[config.mk]
export PLATFORM = sky130hd
export DESIGN_NAME = jpeg_ff_stuffer
export DESIGN_NICKNAME = d
export VERILOG_FILES = /design/src/rtl/jpeg_ff_stuffer.sv
export SDC_FILE = /design/constraint.sdc
export NUM_CORES = 1
export LEC_CHECK = 0
export CAP_MARGIN = 0
export CORE_MARGIN = 2
export CORE_UTILIZATION = 57
export CTS_BUF_LIST = sky130_fd_sc_hd__clkbuf_8
export CTS_CLUSTER_DIAMETER = 80
export DETAILED_ROUTE_END_ITERATION = 6
export PLACE_DENSITY = 0.74
export SKIP_LAST_GASP = 1
export SLEW_MARGIN = 20
export SYNTH_ARGS = -nofsm -noshare
export SYNTH_HDL_FRONTEND = slang
export SYNTH_SLANG_ARGS = --single-unit
[constraint.sdc]
create_clock -name clk -period 8.9 [get_ports clk]
set_clock_uncertainty 0.05 [all_clocks]
set_input_delay 1.78 -clock clk [delete_from_list [all_inputs] [get_ports clk]]
set_output_delay 1.78 -clock clk [all_outputs]
set_load 0.005 [all_outputs]
[src/rtl/jpeg_ff_stuffer.sv]
// jpeg_ff_stuffer: JPEG byte-stuffing stage after the luma Huffman encoder.
// Expands every 0xFF data byte into 0xFF 0x00 and repacks the result into 32-bit
// words. At end of file it pads the last byte with 1s and flushes the partial word.
//
// Ports:
//   clk            rising-edge clock
//   rst            synchronous active-high reset
//   data_ready_in  JPEG_in holds a full 32-bit word
//   JPEG_in        packed bitstream word, MSB first (byte 0 = [31:24])
//   eof_in         end-of-file pulse, JPEG_in holds the final partial word
//   eof_bits       valid MSB bits of JPEG_in on the eof_in cycle (0..31)
//   JPEG_out       stuffed output word, MSB first
//   data_ready_out one-cycle strobe, JPEG_out valid
//   out_bytes      valid left-justified bytes in JPEG_out (4, or 0..3 on the final word)
//   eof_out        one-cycle strobe marking the final output of a file
//   overflow       sticky, an input word was dropped for lack of buffer space
module jpeg_ff_stuffer #(
  parameter int unsigned DEPTH_BYTES = 16
) (
  input  logic        clk,
  input  logic        rst,
  input  logic        data_ready_in,
  input  logic [31:0] JPEG_in,
  input  logic        eof_in,
  input  logic [4:0]  eof_bits,
  output logic [31:0] JPEG_out,
  output logic        data_ready_out,
  output logic [2:0]  out_bytes,
  output logic        eof_out,
  output logic        overflow
);

  // Count must hold DEPTH_BYTES plus a worst-case 8-byte append before the fit check.
  localparam int unsigned CW = $clog2(DEPTH_BYTES + 9);

  typedef enum logic {
    RUN   = 1'b0,
    FLUSH = 1'b1
  } state_t;

  state_t state;
  state_t state_nxt;

  logic [7:0]    buf_q     [DEPTH_BYTES];
  logic [7:0]    buf_d     [DEPTH_BYTES];
  logic [7:0]    buf_shift [DEPTH_BYTES];
  logic [CW-1:0] count_q;
  logic [CW-1:0] count_d;

  logic [31:0] src_word;
  logic [2:0]  src_bytes;
  logic [7:0]  exp_bytes [8];
  logic [3:0]  exp_cnt;
  logic [7:0]  cur_byte;

  logic          pop;
  logic          app_req;
  logic          fits;
  logic          accept;
  logic          final_out;
  logic [CW-1:0] base;
  logic [CW-1:0] app_n;
  logic [CW-1:0] fill;

  logic [31:0] jpeg_d;
  logic        dr_d;
  logic        eof_d;
  logic        ovf_d;
  logic [2:0]  ob_d;

  // Input expansion: pad the partial eof word with 1s below eof_bits, then stuff 0x00 after each 0xFF.
  always_comb begin
    src_word  = JPEG_in;
    src_bytes = 3'd4;
    if (eof_in) begin
      src_word  = JPEG_in | (32'hFFFF_FFFF >> eof_bits);
      src_bytes = 3'((6'(eof_bits) + 6'd7) >> 3);
    end
    exp_cnt  = 4'd0;
    cur_byte = 8'h00;
    for (int i = 0; i < 8; i++) begin
      exp_bytes[i] = 8'h00;
    end
    for (int i = 0; i < 4; i++) begin
      cur_byte = src_word[31 - 8*i -: 8];
      if (3'(i) < src_bytes) begin
        exp_bytes[exp_cnt[2:0]] = cur_byte;
        exp_cnt                 = exp_cnt + 4'd1;
        if (cur_byte == 8'hFF) begin
          exp_bytes[exp_cnt[2:0]] = 8'h00;
          exp_cnt                 = exp_cnt + 4'd1;
        end
      end
    end
  end

  // Pop/append bookkeeping; the fit check uses the count after this edge's pop.
  always_comb begin
    pop       = count_q >= CW'(4);
    base      = pop ? (count_q - CW'(4)) : count_q;
    app_req   = (state == RUN) && (eof_in || data_ready_in);
    app_n     = app_req ? CW'(exp_cnt) : '0;
    fill      = base + app_n;
    fits      = fill <= CW'(DEPTH_BYTES);
    accept    = app_req && fits;
    final_out = (state == FLUSH) && !pop;
  end

  // State register.
  always_ff @(posedge clk) begin
    if (rst) begin
      state <= RUN;
    end else begin
      state <= state_nxt;
    end
  end

  // Next-state logic.
  always_comb begin
    state_nxt = state;
    case (state)
      RUN:     if (eof_in) state_nxt = FLUSH;
      FLUSH:   if (!pop)   state_nxt = RUN;
      default: state_nxt = RUN;
    endcase
  end

  // Output and count next values.
  always_comb begin
    jpeg_d  = JPEG_out;
    dr_d    = 1'b0;
    eof_d   = 1'b0;
    ob_d    = out_bytes;
    ovf_d   = overflow | (app_req && !fits);
    count_d = accept ? fill : base;
    if (pop) begin
      jpeg_d = {buf_q[0], buf_q[1], buf_q[2], buf_q[3]};
      dr_d   = 1'b1;
      ob_d   = 3'd4;
    end else if (final_out) begin
      // Remaining 0..3 bytes left-justified, unused low bytes zero.
      jpeg_d = 32'h0;
      for (int k = 0; k < 3; k++) begin
        if (CW'(k) < count_q) begin
          jpeg_d[31 - 8*k -: 8] = buf_q[k];
        end
      end
      ob_d    = 3'(count_q);
      eof_d   = 1'b1;
      dr_d    = (count_q != '0);
      count_d = '0;
    end
  end

  // Buffer next contents: shift out the popped word, then place the expansion at the new tail.
  always_comb begin
    for (int j = 0; j < int'(DEPTH_BYTES) - 4; j++) begin
      buf_shift[j] = buf_q[j + 4];
    end
    for (int j = int'(DEPTH_BYTES) - 4; j < int'(DEPTH_BYTES); j++) begin
      buf_shift[j] = 8'h00;
    end
    for (int j = 0; j < int'(DEPTH_BYTES); j++) begin
      buf_d[j] = pop ? buf_shift[j] : buf_q[j];
      if (accept && (CW'(j) >= base) && (CW'(j) < fill)) begin
        buf_d[j] = exp_bytes[3'(CW'(j) - base)];
      end
    end
  end

  // Datapath and output registers.
  always_ff @(posedge clk) begin
    if (rst) begin
      count_q        <= '0;
      JPEG_out       <= 32'h0;
      data_ready_out <= 1'b0;
      out_bytes      <= 3'd0;
      eof_out        <= 1'b0;
      overflow       <= 1'b0;
      for (int j = 0; j < int'(DEPTH_BYTES); j++) begin
        buf_q[j] <= 8'h00;
      end
    end else begin
      count_q        <= count_d;
      JPEG_out       <= jpeg_d;
      data_ready_out <= dr_d;
      out_bytes      <= ob_d;
      eof_out        <= eof_d;
      overflow       <= ovf_d;
      for (int j = 0; j < int'(DEPTH_BYTES); j++) begin
        buf_q[j] <= buf_d[j];
      end
    end
  end

endmodule

==> results of run 1 <==
metal layers:
| metal | vias to the layer above | global-route usage | part of all wire |
|---|---|---|---|
| li1 | 6428 | - | - |
| met1 | 6794 | 0.543 | 0.38 |
| met2 | 1041 | 0.640 | 0.43 |
| met3 | 227 | 0.114 | 0.13 |
| met4 | 0 | 0.220 | 0.059 |
| met5 | - | 0 | 0 |
final timing paths:
| path | start | end | slack (ns) | depth (start not counted) |
|---|---|---|---|---|
| max | eof_bits[2] | buf_q[1][53] | 0.54 | 25 |
| min | buf_q[1][53] | buf_q[1][53] | 0.39 | 2 |
| min reg2reg | buf_q[1][53] | buf_q[1][53] | 0.39 | 2 |
| max reg2reg | state | buf_q[1][53] | 3.90 | 16 |
timing repair:
item                                   CTS  global route
endpoints found under the hold margin    0             0
hold buffers                             0             0
gates resized for setup                  0             1
setup endpoints to repair                0             3
registers in the layout, indices dropped and copies added, names as in the netlist:
name / count
state: 1
out_bytes: 3
count_q: 5
overflow: 1
data_ready_out: 1
JPEG_out: 32
buf_q: 128
eof_out: 1
layout by cell type, fill, tap and decap left out, types with 13 or more instances in the layout:
cell             Yosys  layout
a21oi_1             78      78
and3_1              16      16
o22ai_1             55      55
clkbuf_8             0      17
o211ai_1            25      25
nand2_1            244     244
o21ai_0             56      56
o21ai_1             13      13
and2_1              37      37
inv_1               28      28
nor2_1             162     161
o221ai_1            26      26
a22oi_1             61      61
a311oi_1            26      26
nor4_1              17      17
mux2i_1             31      31
ha_1                18      18
dfxtp_1            172     171
a31oi_1             37      37
a211oi_1            41      39
a222oi_1            13      13
nor3_1              40      39
nand3_1             55      55
clkdlybuf4s50_1      0      77
nand4_1             31      31
a32oi_1             13      13
buf_4                5      58
a31o_2              16      16
cell families after synthesis:
| group | synth area share |
|---|---|
| XOR/XNOR | 0.0113 |
| flip-flops | 0.279 |
| adder cells (fa/ha/maj) | 0.0199 |
| AND/OR/NAND/NOR | 0.246 |
| multiplexers | 0.0297 |
| AO/OA/AOI/OAI | 0.364 |
| buffers and inverters | 0.0504 |
worst max-delay path, cell delays in order:
cell and delay (ns):
clkdlybuf4s50_1 0.71, nor3b_1 0.40, a21boi_0 0.30, a221oi_2 0.08, or3_1 0.50, nor2_1 0.31, inv_1 0.11, nand2_1 0.10
ha_1 0.25, inv_1 0.10, nor3_2 0.08, a2111o_1 0.44, o2111a_2 0.24, a2111oi_0 0.55, ha_1 0.34, xnor2_1 0.15
nor4_1 0.37, buf_4 0.21, o21ai_1 0.09, nand2b_1 0.24, nor2_1 0.21, nand2_1 0.22, nor3_1 0.57, a222oi_1 0.24
nand2_1 0.11
where the power goes:
part / switching [mW] / total (mW) / internal (mW)
Combinational: 2.24 / 3.26 / 1.02
Clock: 0.342 / 0.550 / 0.208
Sequential: 0.0959 / 1.04 / 0.941
Total: 2.68 / 4.85 / 2.17
final cells by class:
type	instances	area [µm²]	area share
Timing Repair Buffer	135	1210	0.0874
Inverter	32	120	0.00870
Tap cell	275	344	0.0249
Clock buffer	17	234	0.0169
Sequential cell	172	3440	0.249
Multi-Input combinational cell	1324	8310	0.602
Clock inverter	14	150	0.0109
per-stage QoR:
step / hold slack (ns) / area, µm² / setup WS (ns)
2_1_floorplan: 0.357 / 12300 / 0.988
5_1_grt: 0.417 / 13800 / 0.0568
6_report: 0.387 / 13800 / 0.540
4_1_cts: 0.388 / 13800 / 0.731
3_3_place_gp: 0.369 / 13400 / 0.552
3_5_place_dp: 0.373 / 13400 / 0.327
==> impl_metrics.env, run 1 <==
export IMPL_place_hpwl_um=36000
export IMPL_outcome="finished clean"
export IMPL_h_tree_depth=4
export IMPL_min_period_over_period=0.939
export IMPL_clock_sinks=172
export IMPL_grt_usage=0.420
export IMPL_yosysTopAreaCell="dfxtp_1"
export IMPL_netlist_top_cells_count="nand2_1, dfxtp_1, nor2_1"
export IMPL_ys_flop_type="dfxtp_1"
export IMPL_grt_max_degree=94
export IMPL_io_pins=79
export IMPL_pwr_density_cell_nw_per_um2=351
export IMPL_hold_viol=0
export IMPL_arrival_ns=8.73
export IMPL_yosysSeqAreaShare=0.279
export IMPL_antenna_found_initial=0
export IMPL_yosysWarnings=0
export IMPL_synth_top_cell_area_share=0.279
export IMPL_stdcell_count=1969
export IMPL_final_util=0.653
export IMPL_max_freq_mhz=120
export IMPL_p_total_mw=4.85
export IMPL_grt_pass1_wl_um=74000
export IMPL_required_ns=9.27
export IMPL_synth_fp_nets=1709
export IMPL_drc=0
export IMPL_globalplace_congestion=1.10
export IMPL_placementRows=53
export IMPL_root_buffer="clkbuf_8"
export IMPL_worstPathMaxFanout=18
export IMPL_setup_viol=0
export IMPL_ys_ff_latch=172
export IMPL_first_global_vias=13220
export IMPL_portBuffers=78
export IMPL_clk_latency_ns=0.48
export IMPL_clk_path_buf_depth=2
export IMPL_leakage_nw=4.70
export IMPL_wl_per_cell_um=24.7
export IMPL_initial_core_util=0.584
export IMPL_worst_slew_pin_slew_ns=1.17
export IMPL_maxCapViolations=0
export IMPL_critical_path_class="input pin to register"
export IMPL_synth_cell_type_count=98
export IMPL_tns_ns=0
export IMPL_post_cts_buffers=0
export IMPL_ir_drop_mv=0.324
export IMPL_clkTransAtPathRegs_ns=0.10
export IMPL_placedCellCount=1938
export IMPL_drt_pass1_iterations=7
export IMPL_synth_edf_count=0
export IMPL_syn_inst=1649
export IMPL_die_area_um2=22900
export IMPL_drtAntennaViolNets=0
export IMPL_fp_coreArea_um2=21200
export IMPL_numCtsBuffers=17
export IMPL_slew_headroom=0.212
export IMPL_synth_most_common_cell="nand2_1"
export IMPL_cp_end_kind="register"
export IMPL_viasPerCell=7.36
export IMPL_synth_area_per_cell_um2=7.49
export IMPL_chipWidth_um=151
export IMPL_hp_class="register to register"
export IMPL_overflow=0
export IMPL_synthArstFlopShare=0
export IMPL_layout_min_cycle_time_ns=8.36
export IMPL_wirelength_um=48700
export IMPL_area_growth_pct=11.8
export IMPL_fillers=1888
export IMPL_drv_slew=0
export IMPL_drt_iter0_drc=1971
export IMPL_diodes=0
export IMPL_syn_area_um2=12300
export IMPL_die_h_um=151
export IMPL_via_count=14490
export IMPL_rsz0062_at_grt="no"
export IMPL_drive_above_1_share=0.0962
export IMPL_synth_area_leaders="dfxtp_1, nand2_1, nor2_1"
export IMPL_cts_tree="yes"
export IMPL_fin_nets=1742
export IMPL_critPathLaunchType="input pin"
Note: power is estimated with default switching activity, not from simulation.
==> run 2, diff against run 1 <==
- SKIP_CTS_REPAIR_TIMING: unset -> 1
- SKIP_LAST_GASP: 1 -> unset
- SLEW_MARGIN: 20 -> 40
==> run 2 against run 1 <==
- the run now ends with DRC left
- highest routed layer unchanged
- sequential cell count stayed put
- wire length is 0.16% higher
- core utilization is 0.30 points higher
- design area is 0.45% higher
- critical endpoint is now buf_q[1][50]
- largest cell class unchanged
- critical path depth stayed put
- die area stayed put
- non-clock buffer count stayed put
- maximum frequency hardly changed
- first-iteration DRC count is 7.4% higher
- sequential share of layout area is 0.11 points lower
==> impl_metrics.env, run 2 (synthesis results as in run 1) <==
export IMPL_initial_core_util=0.584
export IMPL_numCtsBuffers=17
export IMPL_max_freq_mhz=120
export IMPL_fp_coreArea_um2=21200
export IMPL_maxCapViolations=0
export IMPL_place_area_um2=13500
export IMPL_slowest_stage="clkdlybuf4s50_1"
export IMPL_clock_sinks=172
export IMPL_largest_reg_flops=128
export IMPL_portBuffers=78
export IMPL_cp_end_kind="register"
export IMPL_stdcell_count=1969
export IMPL_worst_slew_pin_slew_ns=0.905
export IMPL_required_ns=9.26
export IMPL_layout_common_cells="nand2_1, dfxtp_1, nor2_1"
export IMPL_viasPerCell=7.39
export IMPL_clk_latency_ns=0.48
export IMPL_critPathMaxStageDelay_ns=0.73
export IMPL_post_route_cell_area_um2=13900
export IMPL_grt_pass1_wl_um=74200
export IMPL_globalplace_congestion=1.10
export IMPL_die_area_um2=22900
export IMPL_place_hpwl_um=35900
export IMPL_setup_viol=0
export IMPL_rsz0062_at_grt="no"
export IMPL_cpLargestDelayFamily="simple AND/OR/NAND/NOR gates"
export IMPL_drtAntennaViolNets=0
export IMPL_hp_class="register to register"
export IMPL_critical_path_class="input pin to register"
export IMPL_root_buffer="clkbuf_8"
export IMPL_h_tree_depth=4
export IMPL_placedCellCount=1938
export IMPL_diodes=0
export IMPL_first_global_vias=13198
export IMPL_drive_above_1_share=0.102
export IMPL_arrival_ns=8.72
export IMPL_wl_per_cell_um=24.7
export IMPL_drt_pass1_iterations=7
export IMPL_drt_iter0_drc=2116
export IMPL_drv_slew=0
export IMPL_area_growth_pct=12.3
export IMPL_layout_min_cycle_time_ns=8.36
export IMPL_grt_usage=0.421
export IMPL_tns_ns=0
export IMPL_fin_nets=1742
export IMPL_antenna_found_initial=1
export IMPL_ir_drop_mv=0.274
export IMPL_wirelength_um=48700
export IMPL_crit_top_cell="nand2_1"
export IMPL_io_pins=79
export IMPL_overflow=0
export IMPL_clk_path_buf_depth=2
export IMPL_placementRows=53
export IMPL_biggestRegsByFlops="buf_q x128, JPEG_out x32, count_q x5"
export IMPL_via_count=14545
export IMPL_failed_checks="DRC"
export IMPL_die_h_um=151
export IMPL_cts_tree="yes"
export IMPL_critPathBufInv=4
export IMPL_hold_viol=0
export IMPL_critPathLaunchType="input pin"
export IMPL_grt_max_degree=94
export IMPL_final_util=0.656
export IMPL_chipWidth_um=151
export IMPL_worstPathMaxFanout=18
export IMPL_final_common_cell="nand2_1"
export IMPL_min_period_over_period=0.940
export IMPL_holdWs_ns=0.394
export IMPL_slew_headroom=0.396
export IMPL_pwr_density_cell_nw_per_um2=351
export IMPL_drc=4
export IMPL_outcome="finished with violations"
export IMPL_top_register="buf_q"
export IMPL_clkTransAtPathRegs_ns=0.10
export IMPL_leakage_nw=4.71
## run 2: where the power goes
| part | switching [mW] | internal [mW] |
|---|---|---|
| combinational | 2.25 | 1.03 |
| sequential | 0.0947 | 0.941 |
| clock | 0.343 | 0.208 |
## run 2: through the flow
step | setup slack [ns] | power (mW)
floorplan | 0.988 | 3.17
global placement | 0.552 | 4.12
detailed placement | 0.312 | 4.17
CTS | 0.743 | 4.73
global route | 0.0145 | 5.13
finish | 0.538 | 4.86
## run 2: area by class of cell
cell class / count / area, µm²
Multi-Input combinational cell: 1324 / 8360
Fill cell: 1858 / 7280
Sequential cell: 172 / 3440
Timing Repair Buffer: 135 / 1210
Tap cell: 275 / 344
Clock buffer: 17 / 234
Clock inverter: 14 / 153
Inverter: 32 / 120
## run 2: worst register-to-register path, cell delays in order (launching register included)
cell and delay [ns]:
dfxtp_1 0.62, inv_1 0.40, o21ai_1 0.51, nor3b_1 0.15, ha_1 0.25, fa_1 0.41, xor2_1 0.18, buf_4 0.18
nor4_1 0.31, buf_4 0.21, o21ai_1 0.10, nand2b_1 0.25, nor2_1 0.23, nand2_1 0.22, nor3_1 0.56, a222oi_1 0.19
nand2_1 0.14
## run 2: path summary, 6_finish.rpt
check	start	to	slack (ns)	depth (start not counted)
max	eof_bits[2]	buf_q[1][50]	0.54	25
min	buf_q[1][51]	buf_q[1][51]	0.39	2
max reg2reg	state	buf_q[1][50]	3.89	16
min reg2reg	buf_q[1][51]	buf_q[1][51]	0.39	2
## run 2: routing by layer
layer,track usage,up-vias,part of all wire
met5,0,-,0
li1,-,6433,-
met2,0.634,1101,0.44
met4,0.203,0,0.052
met1,0.551,6775,0.39
met3,0.124,236,0.12
